==> src/rtl/enigma_pkg.sv <==
// enigma_pkg: shared letter type, alphabet size and stepper state encoding
package enigma_pkg;
  localparam int NLET = 26;
  typedef logic [4:0] letter_t;
  localparam letter_t LAST = letter_t'(NLET - 1);
  typedef enum logic {IDLE, EMIT} state_t;
  function automatic letter_t legal(input letter_t x);
    return x > LAST ? '0 : x;
  endfunction
endpackage

==> src/rtl/rotor_inc.sv <==
// rotor_inc: combinational rotor position advance, mod NLET, when enabled
module rotor_inc
  import enigma_pkg::*;
(
  input  logic [4:0] pos,
  input  logic       en,
  output logic [4:0] nxt
);
  always_comb nxt = !en ? pos : (pos == LAST ? 5'd0 : pos + 5'd1);
endmodule

==> src/rtl/rotor_stepper.sv <==
// rotor_stepper: accepts keypresses, steps three Enigma rotors with double-step, hands key+positions downstream
module rotor_stepper
  import enigma_pkg::*;
#(
  parameter logic [4:0] R1_NOTCH = 5'd21,
  parameter logic [4:0] R2_NOTCH = 5'd4
) (
  input  logic        clk,
  input  logic        rst,
  input  logic        load,
  input  logic [4:0]  load_r1,
  input  logic [4:0]  load_r2,
  input  logic [4:0]  load_r3,
  input  logic        key_valid,
  input  logic [4:0]  key_in,
  output logic        key_ready,
  output logic [4:0]  data_out,
  output logic        out_valid,
  input  logic        out_ready,
  output logic [4:0]  r1_pos,
  output logic [4:0]  r2_pos,
  output logic [4:0]  r3_pos,
  output logic [15:0] key_count
);
  state_t state_q, state_d;
  letter_t r1_q, r1_d, r2_q, r2_d, r3_q, r3_d, data_q, data_d, r1_i, r2_i, r3_i;
  logic [15:0] cnt_q, cnt_d;
  logic accept, dbl, c1;
  assign dbl = r2_q == R2_NOTCH;
  assign c1 = r1_q == R1_NOTCH;
  rotor_inc u_inc1 (.pos(r1_q), .en(1'b1), .nxt(r1_i));
  rotor_inc u_inc2 (.pos(r2_q), .en(c1 || dbl), .nxt(r2_i));
  rotor_inc u_inc3 (.pos(r3_q), .en(dbl), .nxt(r3_i));
  assign key_ready = state_q == IDLE && !load;
  assign accept = key_valid && key_ready && key_in <= LAST;
  always_comb begin
    state_d = state_q;
    r1_d = r1_q;
    r2_d = r2_q;
    r3_d = r3_q;
    data_d = data_q;
    cnt_d = cnt_q;
    if (load) begin
      state_d = IDLE;
      r1_d = legal(load_r1);
      r2_d = legal(load_r2);
      r3_d = legal(load_r3);
      cnt_d = '0;
    end else if (accept) begin
      state_d = EMIT;
      r1_d = r1_i;
      r2_d = r2_i;
      r3_d = r3_i;
      data_d = key_in;
      cnt_d = cnt_q + 16'd1;
    end else if (state_q == EMIT && out_ready) begin
      state_d = IDLE;
    end
  end
  always_ff @(posedge clk) begin
    if (rst) begin
      state_q <= IDLE;
      r1_q <= '0;
      r2_q <= '0;
      r3_q <= '0;
      data_q <= '0;
      cnt_q <= '0;
    end else begin
      state_q <= state_d;
      r1_q <= r1_d;
      r2_q <= r2_d;
      r3_q <= r3_d;
      data_q <= data_d;
      cnt_q <= cnt_d;
    end
  end
  assign out_valid = state_q == EMIT;
  assign data_out = data_q;
  assign r1_pos = r1_q;
  assign r2_pos = r2_q;
  assign r3_pos = r3_q;
  assign key_count = cnt_q;
endmodule

==> config.mk <==
export PLATFORM = sky130hd
export DESIGN_NAME = rotor_stepper
export DESIGN_NICKNAME = d
export VERILOG_FILES = /design/src/rtl/enigma_pkg.sv /design/src/rtl/rotor_inc.sv /design/src/rtl/rotor_stepper.sv
export SDC_FILE = /design/constraint.sdc
export NUM_CORES = 1
export LEC_CHECK = 0
export BUFFER_PORTS_ARGS = -buffer_cell sky130_fd_sc_hd__buf_2
export CAP_MARGIN = 20
export CORE_ASPECT_RATIO = 0.9
export CORE_MARGIN = 4
export CORE_UTILIZATION = 45
export DETAILED_ROUTE_END_ITERATION = 16
export PLACE_DENSITY = 0.71
export SLEW_MARGIN = 20
export SYNTH_ARGS = -nofsm -noshare
export SYNTH_HDL_FRONTEND = slang
export SYNTH_HIERARCHICAL = 1
export SYNTH_SLANG_ARGS = --single-unit
==> constraint.sdc <==
create_clock -name clk -period 2.3 [get_ports clk]
set_input_delay 0.23 -clock clk [delete_from_list [all_inputs] [get_ports clk]]
set_output_delay 0.23 -clock clk [all_outputs]
set_load 0.05 [all_outputs]
---- Yosys cells after proc, flatten, opt, wreduce, memory -nomap -nowiden ----
Index checks and enable logic that the tools add are counted.
word-level totals
  logic and storage cells ................. 51
  output and inout port bits .............. 38
  bits in registers ....................... 37
cells by class
  reduce and logical (&&, ||, !) cells .... 14
  order comparisons ....................... 4
  add/subtract/negate cells ............... 4
  equal/unequal tests ..................... 5
  muxes and demuxes ....................... 16
  bitwise operators ....................... 2
operators with widths
  kind                                                             count
  5-bit two-way mux                                                14
  5-bit == test, second input constant                             4
  16-bit by 1-bit adder with 16-bit output, second input constant  1
  5-bit by 1-bit adder with 5-bit output, second input constant    3
  5-bit greater-than comparator, second input constant             3
  2-bit nonzero test                                               4
  2-bit AND reduction                                              3
  5-bit by 3-bit == test with 1-bit output, second input constant  1
  5-bit less-or-equal comparator, second input constant            1
  1-bit logical AND                                                4
  1-bit two-way mux                                                2
  1-bit inverter                                                   2
  2-bit OR reduction                                               1
  1-bit logical NOT                                                1
  1-bit logical OR                                                 1

---- Longest topological paths before layout ----
Gate-level depths: netlist of the first run.
  depth after elaboration ................. 6
  depth in mapped cells ................... 10
  gate-level depth less buffers ........... 9

---- By module ----
Netlist of the first run, hierarchy kept.
by module, submodules not included
  module         cells each  instances  area an instance (µm²)  seq. area each (µm²)
  rotor_stepper  209         1          1751.7                  740.7
  rotor_inc      20          3          156.4                   0.0

---- Least setup slack after synthesis of the first run ----
Ideal clock, no wire load.
  path type ............................... reg-to-reg
  start point ............................. reg r2_q[2], in the netlist r2_pos[2]
  end point ............................... reg r2_q[1], in the netlist r2_pos[1]
  cell stages (with the launch flop) ...... 11
  setup time .............................. 0.137 ns
  data arrival time ....................... 2.195 ns
  period minus slack after synthesis ...... 2.333 ns
  path slack .............................. -0.033 ns
  path through ............................ dfxtp_1 > nand2b_1 > nor4_1 > o21bai_1 > buf_6 > nand4_2 > nor2_2 > a211oi_2 > and3_1 > a211oi_1 > a211oi_1
between the ends
  elaborated cells between the ends (all ways) .. 9
  those cells by class .................... eq/ne: 2; mux: 4; reduce/logical: 3
RTL lines
  item                                      RTL line             source
  from (decl)                               rotor_stepper.sv:26  letter_t r1_q, r1_d, r2_q, r2_d, r3_q, r3_d, data_q, data_d, r1_i, r2_i, r3_i;
  from (signal assigned)                    rotor_stepper.sv:71  r2_q <= r2_d;
  5-bit by 3-bit == test with 1-bit output  rotor_stepper.sv:29  assign dbl = r2_q == R2_NOTCH;
  named net dbl                             rotor_stepper.sv:28  logic accept, dbl, c1;
  1-bit logical OR                          rotor_stepper.sv:32  rotor_inc u_inc2 (.pos(r2_q), .en(c1 || dbl), .nxt(r2_i));
  2-bit nonzero test (no line)              -
  2-bit AND reduction (no line)             -
The timed path passes the listed nets, and every way through them passes these cells. The select of a mux whose other input is x is not followed.
A chain may end at the register's enable or synchronous reset.

---- Final worst setup path of the first run ----
  start point ............................. reg state_q, in the netlist out_valid
  end point ............................... reg r3_q[1], in the netlist r3_pos[1]
between the ends
  cells in the longest elaborated chain, start to end .. 6
RTL lines
  item                            RTL line             source
  from (decl)                     rotor_stepper.sv:25  state_t state_q, state_d;
  from (signal assigned)          rotor_stepper.sv:69  state_q <= state_d;
  1-bit inverter                  rotor_stepper.sv:34  assign key_ready = state_q == IDLE && !load;
  1-bit logical AND               rotor_stepper.sv:34
  1-bit logical AND (2 in a row)  rotor_stepper.sv:35  assign accept = key_valid && key_ready && key_in <= LAST;
  2-bit nonzero test (no line)    -
  2-bit AND reduction (no line)   -
  to (signal assigned)            rotor_stepper.sv:72  r3_q <= r3_d;
  to (decl)                       rotor_stepper.sv:26
Every way passes these cells.

==> flow_metrics.py, run 1 <==
metrics = {
    "setup_path": {
        "path_class": "reg -> reg",
        "cp_max_fo": 17,
        "crit_end": "r3_pos[1]",
        "reg2reg_depth": 4,
        "path_cells": "nor3b_4, nand2_1, a211oi_1, a211oi_1",
        "startpoint_type": "flip-flop",
        "critPathArrivalTime_ns": 2.18,
        "reg2reg_slack_ns": 0.28,
        "crit_slowest_cell": "nand2_1",
        "crit_start": "out_valid",
        "timing.rr.start": "out_valid",
        "path_common_cell": "a211oi_1",
        "cp.required_ns": 2.46,
        "r2r-end": "r3_pos[1]",
        "critPathCaptureType": "flip-flop",
        "slowest_delay_ns": 0.55,
    },
    "global_routing": {
        "antenna_found_initial": 0,
        "grt_max_degree": 28,
        "grt_pass1_vias": 1900,
        "grt_pass1_wl_um": 8776,
        "grt.total_usage": 0.1821,
        "overflow": 0,
    },
    "power": {
        "vdd_drop_max_mv": 0.3818,
        "p_leak_nw": 1.128,
        "powerDensity_mw_per_mm2": 610.3,
        "p_total_mw": 1.628,
    },
    "finish": {
        "insertedDiodeCount": 0,
        "multiInputGateArea_sq_mm": 0.001369,
        "layout-drive-gt1-share": 0.2988,
        "nFillCells": 461,
        "seq_area_sq_um": 742.0,
        "area_growth_pct": 20.11,
        "design_area_sq_mm": 0.002668,
        "nNetsFinal": 359,
    },
    "drt": {
        "wl_met2_um": 2426,
        "avgViaCountPerCell": 5.541,
        "routed_wl_um": 5402,
        "ant_nets": 0,
        "post_drt_wl_per_cell_um": 13.85,
        "route.top_layer_used": "met4",
        "firstDrtPassIters": 4,
        "wl_met1_um": 2589,
        "drc": 0,
        "met3RoutedLength_um": 300,
        "vias": 2161,
        "dr.first_iter.drc_count": 110,
    },
    "clocking": {
        "clk_latency_ns": 0.29,
        "cts_tree": "yes",
        "cts_sinks": 37,
        "cts-root-buf": "clkbuf_8",
        "ctsResizeCount": 0,
        "clockBufferDepth": 2,
        "clk_pin_slew_worst_paths_ns": 0.08,
        "ctsHoldBuffers": 0,
        "cts_setup_buffers": 0,
        "cts_buffers": 5,
        "h-tree-depth": 2,
    },
    "sta": {
        "period_share": 0.8781,
        "min_period_ns": 2.020,
        "holdWs_ns": 0.1749,
        "skew_ns": 0.007781,
        "setup_viol": 0,
        "timing.fmax_mhz": 495.2,
        "layout_setup_ws_ns": 0.2805,
        "hold_violations": 0,
        "fin_tns_setup_ns": 0,
        "maxSlewViolCount": 0,
        "worst_pin_slew_ns": 0.6420,
        "slew_headroom": 0.5709,
        "rsz0062_at_grt": "false",
    },
    "floorplan": {
        "core-area_sq_mm": 0.004604,
        "die_h_um": 74.65,
        "dieArea_sq_mm": 0.006125,
        "fp.dieW_um": 82.05,
        "rows": 23,
        "ios": 63,
        "initial_core_util": 0.4823,
    },
    "flow_run": {
        "maxCapViolations": 0,
    },
    "synth": {
        "postSynthCellCount": 269,
        "synth-edff-count": 0,
        "syn_nets": 301,
        "synth_flop_cell": "dfxtp_1",
        "ys_warn_count": 6,
        "ys_seq_area_frac": 0.3335,
        "syn_area_sq_mm": 0.002221,
        "synth-seq-cells": 37,
        "yosysUniqueCellTypes": 42,
        "syn_area_per_cell_sq_um": 8.256,
        "synthArstFlopShare": 0,
    },
    "placed_design": {
        "io_buffer_count": 62,
        "hpwl_um": 3946,
        "dp_worst_setup_slack_ns": 0.1905,
        "dpl_cell_area_sq_mm": 0.002541,
        "routabilityCongestion": 0.8017,
    },
    "hold_path": {
        "hold_path.class": "in -> reg",
    },
    "run_status": {
        "status": "completed",
    },
}
cell families (layout without fill, tap and decap cells):
logic type                 count (synthesis)  after routing  synth area share
DFF                                       37             37            0.3335
adders and majority gates                  7              7           0.03943
other                                      1              1          0.001689
xor gates and xnor gates                  15             15           0.05915
and+or+nand+nor                          117            117            0.2868
muxes                                      3              3           0.01352
AOI/OAI and AO/OA                         69             69            0.2130
buffers and inverters                     20             79           0.05296
layout make-up:
cell class                      count  share of cell area
Multi-Input combinational cell    212              0.5131
Sequential cell                    37              0.2781
Timing Repair Buffer               66              0.1276
Clock buffer                        6             0.03096
Tap cell                           62             0.02908
Clock inverter                      2             0.01407
Inverter                            5            0.007036
power breakdown:
group          total [mW]  internal [mW]  switching, mW
Combinational       0.324          0.108          0.216
Sequential          0.712          0.667         0.0446
Clock               0.592          0.353          0.239
cell usage after synthesis (6+ instances only):
master,number,share of area
dfxtp_1,37,0.33
nand2_1,27,0.046
nor2_1,26,0.044
a21oi_1,20,0.045
o21ai_0,17,0.038
nand3_1,14,0.032
xor2_1,10,0.039
a211oi_1,8,0.027
or3_1,8,0.023
ha_1,7,0.039
nand4_1,7,0.020
and3_1,6,0.017
clkbuf_1,6,0.010
nor2_2,6,0.017
o221a_2,6,0.030
worst max-delay path, delay by kind of cell (launching register included):
kind	cells	cell delay (ns)
simple gates	2	1.06
compound gates	2	0.46
flops	1	0.36
how the worst min path moves through the flow:
stage	startpoint	endpoint	slack [ns]	cells past startpoint
after floorplan	key_in[0]	data_out[0]	0.37	2
after global placement	data_out[2]	data_out[2]	0.44	2
after detailed placement	data_out[2]	data_out[2]	0.45	2
after CTS	key_in[0]	data_out[0]	0.17	3
after global routing	key_in[0]	data_out[0]	0.17	3
final	key_in[0]	data_out[0]	0.17	3
through the flow:
step / util / std cells
after CTS: 0.5780 / 390
final: 0.5793 / 390
after global routing: 0.5793 / 390
after floorplan: - / 269
after global placement: 0.5519 / 382
after detailed placement: 0.5519 / 382
metal layers:
| layer | track usage | vias to the layer above |
|---|---|---|
| met4 | 0.05720 | 0 |
| met3 | 0.04067 | 9 |
| met5 | 0 | - |
| met2 | 0.2780 | 59 |
| met1 | 0.2567 | 999 |
| li1 | - | 1094 |
flip-flops by register name (all words and copies together), names as in the netlist:
signal	count
data_out	5
key_count	16
out_valid	1
r1_pos	5
r2_pos	5
r3_pos	5
cell usage in the layout (no fill, tap or decap), drive strengths merged, types with 3 or more instances in the layout:
cell,Yosys,layout
buf,9,66
or3,8,8
clkbuf,6,6
xnor2,5,5
a311oi,3,3
o221a,6,6
xor2,10,10
nand2,27,27
and2,3,3
inv,5,5
mux2i,3,3
a22o,3,3
and3,6,6
ha,7,7
nor2,32,32
o211ai,4,4
nand2b,5,5
dfxtp,37,37
nand4,11,11
nand3,14,14
a21oi,20,20
o21ai,17,17
a211oi,11,11
Note: power is estimated with default switching activity, not from simulation.
==> run 2: changes to the inputs <==
--- a/config.mk
+++ b/config.mk
@@ -5,13 +5,15 @@
 export SDC_FILE = /design/constraint.sdc
 export NUM_CORES = 1
 export LEC_CHECK = 0
+export ABC_AREA = 1
 export BUFFER_PORTS_ARGS = -buffer_cell sky130_fd_sc_hd__buf_2
 export CAP_MARGIN = 20
 export CORE_ASPECT_RATIO = 0.9
 export CORE_MARGIN = 4
 export CORE_UTILIZATION = 45
+export CTS_BUF_LIST = sky130_fd_sc_hd__clkbuf_2 sky130_fd_sc_hd__clkbuf_4 sky130_fd_sc_hd__clkbuf_8
 export DETAILED_ROUTE_END_ITERATION = 16
-export PLACE_DENSITY = 0.71
+export PLACE_DENSITY = 0.7
 export SLEW_MARGIN = 20
 export SYNTH_ARGS = -nofsm -noshare
 export SYNTH_HDL_FRONTEND = slang
==> run 2 against run 1 <==
  * Critical path depth is 6 higher
  * Non-clock buffer count stayed put
  * Synthesized area is 8.2% higher
  * Largest cell class unchanged
  * Power is 1.4% higher
==> flow_metrics.py, run 2 <==
metrics = {
    "synth": {
        "ys_seq_area_frac": 0.3082,
        "synth_area_leader_cell": "dfxtp_1",
        "synthArstFlopShare": 0,
        "postSynthCellCount": 374,
        "syn_area_per_cell_sq_um": 6.427,
        "synth.most_common_cell": "nand2_1",
        "synth_flop_cell": "dfxtp_1",
        "ys_warn_count": 6,
        "synth-seq-cells": 37,
        "synth_common_cells": "nand2_1 (82), nor2_1 (78), inv_1 (42)",
        "synth-edff-count": 0,
        "syn_area_sq_mm": 0.002404,
        "synth_area_leaders": "dfxtp_1 (31%), nand2_1 (13%), nor2_1 (12%), inv_1 (6.6%), o21ai_1 (5.0%)",
        "netlist.area_leader.share": 0.3082,
        "yosysUniqueCellTypes": 33,
    },
    "floorplan": {
        "rows": 24,
        "initial_core_util": 0.4793,
        "ios": 63,
        "fp.dieW_um": 85.04,
        "dieArea_sq_mm": 0.006576,
        "die_h_um": 77.34,
        "core-area_sq_mm": 0.005015,
    },
    "setup_path": {
        "reg2reg_depth": 10,
        "path_class": "reg -> reg",
        "timing.rr.start": "r1_pos[2]",
        "critPathCaptureType": "flip-flop",
        "cp_top_family": "simple AND/OR/NAND/NOR gates",
        "critPathArrivalTime_ns": 1.95,
        "startpoint_type": "flip-flop",
        "cp_max_fo": 7,
        "cp.required_ns": 2.49,
        "path_common_cell": "nor2_1",
        "crit_slowest_cell": "dfxtp_1",
        "timing.critical_path.buf_inv": 2,
        "r2r-end": "r2_pos[4]",
        "reg2reg_slack_ns": 0.54,
        "slowest_delay_ns": 0.49,
        "worstSetupPathDepth": 10,
        "path_cells": "inv_1, o41ai_2, buf_4, nand2_2, nor3_1, nor2_1, nand2_1, o21ai_0, nor2_1, nor2_1",
    },
    "clocking": {
        "ctsHoldBuffers": 0,
        "ctsResizeCount": 0,
        "clockBufferDepth": 2,
        "h-tree-depth": 2,
        "cts_tree": "yes",
        "cts_buffers": 5,
        "clk_latency_ns": 0.29,
        "clk_pin_slew_worst_paths_ns": 0.08,
        "cts_setup_buffers": 0,
        "cts-root-buf": "clkbuf_8",
        "cts_sinks": 37,
    },
    "finish": {
        "layout_common_cells": "nand2_1 (82), nor2_1 (78), buf_2 (62)",
        "nNetsFinal": 475,
        "largest_reg_flops": 16,
        "area_growth_pct": 20.77,
        "insertedDiodeCount": 0,
        "mostFrequentLayoutCell": "nand2_1",
        "layout-drive-gt1-share": 0.2095,
    },
    "global_routing": {
        "antenna_found_initial": 0,
        "grt_max_degree": 20,
        "grt_pass1_wl_um": 10640,
        "overflow": 0,
        "grt_pass1_vias": 2357,
        "grt.total_usage": 0.1928,
    },
    "power": {
        "p_leak_nw": 1.381,
        "powerDensity_mw_per_mm2": 568.7,
        "vdd_drop_max_mv": 0.3354,
        "p_total_mw": 1.651,
    },
    "hold_path": {
        "holdPathEnd": "r1_pos[1]",
        "worstHoldStart": "rst",
        "hold_path.class": "in -> reg",
        "worstHoldPathCells": 2,
    },
    "sta": {
        "timing.fmax_mhz": 568.2,
        "hold_violations": 0,
        "setup_viol": 0,
        "skew_ns": 0.008817,
        "worst_pin_slew_ns": 0.5870,
        "min_period_ns": 1.760,
        "maxSlewViolCount": 0,
        "slew_headroom": 0.6082,
        "period_share": 0.7651,
        "fin_tns_setup_ns": 0,
        "rsz0062_at_grt": "false",
    },
    "run_status": {
        "status": "completed",
    },
    "flow_run": {
        "maxCapViolations": 0,
    },
    "drt": {
        "avgViaCountPerCell": 4.974,
        "vias": 2532,
        "ant_nets": 0,
        "drc": 0,
        "routed_wl_um": 6300,
        "dr.first_iter.drc_count": 146,
        "post_drt_wl_per_cell_um": 12.38,
        "firstDrtPassIters": 4,
    },
    "placed_design": {
        "hpwl_um": 4728,
        "io_buffer_count": 62,
        "routabilityCongestion": 0.8405,
    },
}
run 2: changes by cell type after synthesis, moves of 7 or more:
cell,delta
nand2_1,+55
xor2_1,-7
or3_1,-8
a211oi_1,-8
nor2_1,+52
inv_1,+37
o21ai_1,+24
run 2: cell type report:
cell class / instances / area, sq um
Timing Repair Buffer: 66 / 340.3
Clock buffer: 6 / 82.58
Sequential cell: 37 / 740.7
Tap cell: 65 / 81.33
Clock inverter: 2 / 37.54
Inverter: 44 / 172.7
Fill cell: 495 / 2112
Multi-Input combinational cell: 289 / 1448
run 2: power by group:
group | total [mW] | switching [mW] | internal, mW
sequential | 0.707 | 0.0390 | 0.668
combinational | 0.348 | 0.243 | 0.105
clock | 0.596 | 0.243 | 0.353
run 2: how the worst max path moves through the flow:
stage	end	start
CTS	r2_pos[4]	r1_pos[2]
finish	r2_pos[4]	r1_pos[2]
floorplan	r2_pos[4]	r1_pos[2]
detailed placement	r2_pos[4]	r1_pos[2]
global placement	r2_pos[0]	r1_pos[2]
global route	r2_pos[3]	r2_pos[2]
run 2: metal layers:
layer,global-route usage,wire [um],part of all wire,up-vias
met4,0.05696,45,0.0071,0
met5,0,0,0,-
met1,0.2652,3053,0.48,1138
met3,0.04449,436,0.069,5
li1,-,-,-,1325
met2,0.3012,2764,0.44,64
run 2: cells by family after synthesis:
group | after synthesis | share of synthesized area
flops | 37 | 0.3082
buf+inv | 53 | 0.1005
fa+ha+maj | 7 | 0.03644
simple gates | 205 | 0.3831
other cells | 1 | 0.001560
xor+xnor | 6 | 0.02187
compound gates | 65 | 0.1484
run 2: worst register-to-register path, stage by stage, from the launching register on:
cell and delay, ns:
dfxtp_1 0.49, inv_1 0.10, o41ai_2 0.27, buf_4 0.19, nand2_2 0.08, nor3_1 0.20, nor2_1 0.07, nand2_1 0.06
o21ai_0 0.07, nor2_1 0.08, nor2_1 0.05
run 2: through the flow:
stage / worst slack [ns] / util / hold WS (ns) / cells / area (sq um)
final: 0.5402 / 0.5788 / 0.1600 / 509 / 2903
after global routing: 0.3565 / 0.5788 / 0.1399 / 509 / 2903
after CTS: 0.5644 / 0.5788 / 0.1413 / 509 / 2903
after detailed placement: 0.5776 / 0.5549 / 0.4558 / 501 / 2783
after global placement: 0.6086 / 0.5549 / 0.4483 / 501 / 2783
after floorplan: 0.2435 / - / 0.2994 / 379 / 2430
==> run 3: changes to the inputs <==
--- a/config.mk
+++ b/config.mk
@@ -13,7 +13,7 @@
 export CORE_UTILIZATION = 45
 export CTS_BUF_LIST = sky130_fd_sc_hd__clkbuf_2 sky130_fd_sc_hd__clkbuf_4 sky130_fd_sc_hd__clkbuf_8
 export DETAILED_ROUTE_END_ITERATION = 16
-export PLACE_DENSITY = 0.7
+export PLACE_DENSITY = 0.72
 export SLEW_MARGIN = 20
 export SYNTH_ARGS = -nofsm -noshare
 export SYNTH_HDL_FRONTEND = slang
==> constraint.sdc (replaced) <==
create_clock -name clk -period 1.5 [get_ports clk]
set_input_delay 0.15 -clock clk [delete_from_list [all_inputs] [get_ports clk]]
set_output_delay 0.15 -clock clk [all_outputs]
set_load 0.05 [all_outputs]
==> run 3 against run 2 <==
  * The run now ends with setup timing left
  * First-iteration DRC count down 1.4%
  * Core utilization up 4.8 points
  * Non-clock buffer count up 16
  * Worst hold slack worse by 0.11 ns
  * Count of clock-buffer cells in the layout up 1
  * Routed wire length up 4.0%
  * Global-route usage up 0.79 points
  * Fmax up 7.4%
  * Flip-flop and latch count unchanged
  * Largest power group unchanged
==> flow_metrics.py, run 3 (synthesized netlist as in run 2, its figures left out) <==
metrics = {
    "drt": {
        "firstDrtPassIters": 5,
        "dr.first_iter.drc_count": 144,
        "vias": 2664,
        "post_drt_wl_per_cell_um": 12.48,
        "drc": 0,
        "avgViaCountPerCell": 5.074,
        "routed_wl_um": 6553,
        "ant_nets": 0,
    },
    "power": {
        "p_total_mw": 2.450,
        "powerDensity_mw_per_mm2": 779.7,
        "vdd_drop_max_mv": 0.5936,
        "p_leak_nw": 1.509,
        "seqPwrFrac": 0.437,
        "switching_share": 0.3288,
        "power_switching_mw": 0.8054,
        "combPwrFrac": 0.251,
        "p_int_mw": 1.644,
        "p_clk_frac": 0.312,
    },
    "setup_path": {
        "crit_start": "r1_pos[4]",
        "timing.critical_path.buf_inv": 1,
        "crit_slowest_cell": "o41ai_4",
        "critPathArrivalTime_ns": 1.81,
        "cp_top_family": "compound AO/OA/AOI/OAI gates",
        "path_common_cell": "nand2_1",
        "cp.required_ns": 1.67,
        "critPathCaptureType": "flip-flop",
        "startpoint_type": "flip-flop",
        "path_class": "reg -> reg",
        "timing.rr.start": "r1_pos[4]",
        "path_cells": "nand2_4, o41ai_4, buf_4, nand2_2, nor2_4, nand2_1, nand2_1, nor2_1, o21ai_1, a21oi_1",
        "slowest_delay_ns": 0.40,
        "cp_max_fo": 4,
    },
    "sta": {
        "skew_ns": 0.004705,
        "maxSlewViolCount": 0,
        "min_period_ns": 1.639,
        "setup_viol": 6,
        "rsz0062_at_grt": "true",
        "timing.fmax_mhz": 610.1,
        "fin_tns_setup_ns": -0.5470,
        "period_share": 1.093,
        "hold_violations": 0,
        "holdWs_ns": 0.04852,
        "layout_setup_ws_ns": -0.1391,
    },
    "finish": {
        "mostFrequentLayoutCell": "nand2_1",
        "nNetsFinal": 491,
        "area_growth_pct": 30.71,
        "largest_reg_flops": 16,
        "insertedDiodeCount": 0,
        "layout-drive-gt1-share": 0.3065,
        "layout_common_cells": "nand2_1 (78), nor2_1 (74), buf_2 (62)",
    },
    "clocking": {
        "cts_sinks": 37,
        "clockBufferDepth": 2,
        "clk_pin_slew_worst_paths_ns": 0.07,
        "cts-root-buf": "clkbuf_8",
        "cts_tree": "yes",
        "clk_latency_ns": 0.28,
        "cts_buffers": 5,
        "h-tree-depth": 2,
    },
    "floorplan": {
        "core-area_sq_mm": 0.005015,
        "dieArea_sq_mm": 0.006576,
        "ios": 63,
        "die_h_um": 77.34,
        "initial_core_util": 0.4793,
        "fp.dieW_um": 85.04,
        "rows": 24,
    },
    "global_routing": {
        "overflow": 0,
        "grt.total_usage": 0.2007,
        "grt_max_degree": 20,
        "antenna_found_initial": 0,
        "grt_pass1_wl_um": 11140,
        "grt_pass1_vias": 2497,
    },
    "hold_path": {
        "worstHoldStart": "rst",
        "hold_path.class": "in -> reg",
    },
    "run_status": {
        "status": "finished, violations left",
        "violations": "setup timing",
    },
    "placed_design": {
        "routabilityCongestion": 0.8779,
        "io_buffer_count": 62,
        "hpwl_um": 4869,
    },
    "flow_run": {
        "maxCapViolations": 0,
    },
}
==> run 3: final timing paths <==
path,to,cells past startpoint,slack (ns)
worst max-delay path,r2_pos[3],10,-0.14
worst min-delay path,r1_pos[1],2,0.05
worst max register to register,r2_pos[3],10,-0.14
worst min register to register,data_out[3],2,0.47
==> run 3: final cells by class <==
class / count / area [sq um]
clock buffers: 7 / 96.34
well taps: 65 / 81.33
fillers: 458 / 1873
repair buffers: 82 / 476.7
clock inverters: 1 / 5.005
inverters: 44 / 175.2
multi-input cells: 289 / 1534
flip-flops and latches: 37 / 773.2
==> run 3: repair_timing <==
| action | in CTS | in global routing |
|---|---|---|
| pin swaps | 12 | 17 |
| gates resized for setup | 7 | 19 |
| setup endpoints to repair | 5 | 15 |
| hold buffers | 0 | 0 |
| buffers inserted | 1 | 2 |
==> run 3: stage by stage <==
step | worst slack (ns) | utilization | cell area, sq um | std cells
floorplan | -0.1876 | - | 2481 | 379
global placement | -0.06445 | 0.5871 | 2944 | 514
detailed placement | -0.1028 | 0.5871 | 2944 | 514
CTS | -0.04833 | 0.6113 | 3065 | 523
global route | -0.2331 | 0.6265 | 3142 | 525
finish | -0.1391 | 0.6265 | 3142 | 525
==> run 3: per-layer routing <==
| metal | up-vias | track usage | routed length (um) |
|---|---|---|---|
| met5 | - | 0 | 0 |
| met4 | 0 | 0.03956 | 55 |
| met3 | 8 | 0.03496 | 370 |
| met2 | 76 | 0.3509 | 3192 |
| met1 | 1222 | 0.2601 | 2934 |
| li1 | 1358 | - | - |
==> run 3: power groups by stage <==
stage | sequential [mW] | clock, mW | combinational [mW]
after CTS | 1.07 | 0.788 | 0.597
after floorplan | 1.24 | 0 | 0.263
after detailed placement | 1.09 | 0 | 0.588
after global placement | 1.09 | 0 | 0.582
after global routing | 1.08 | 0.844 | 0.673
final | 1.07 | 0.765 | 0.615
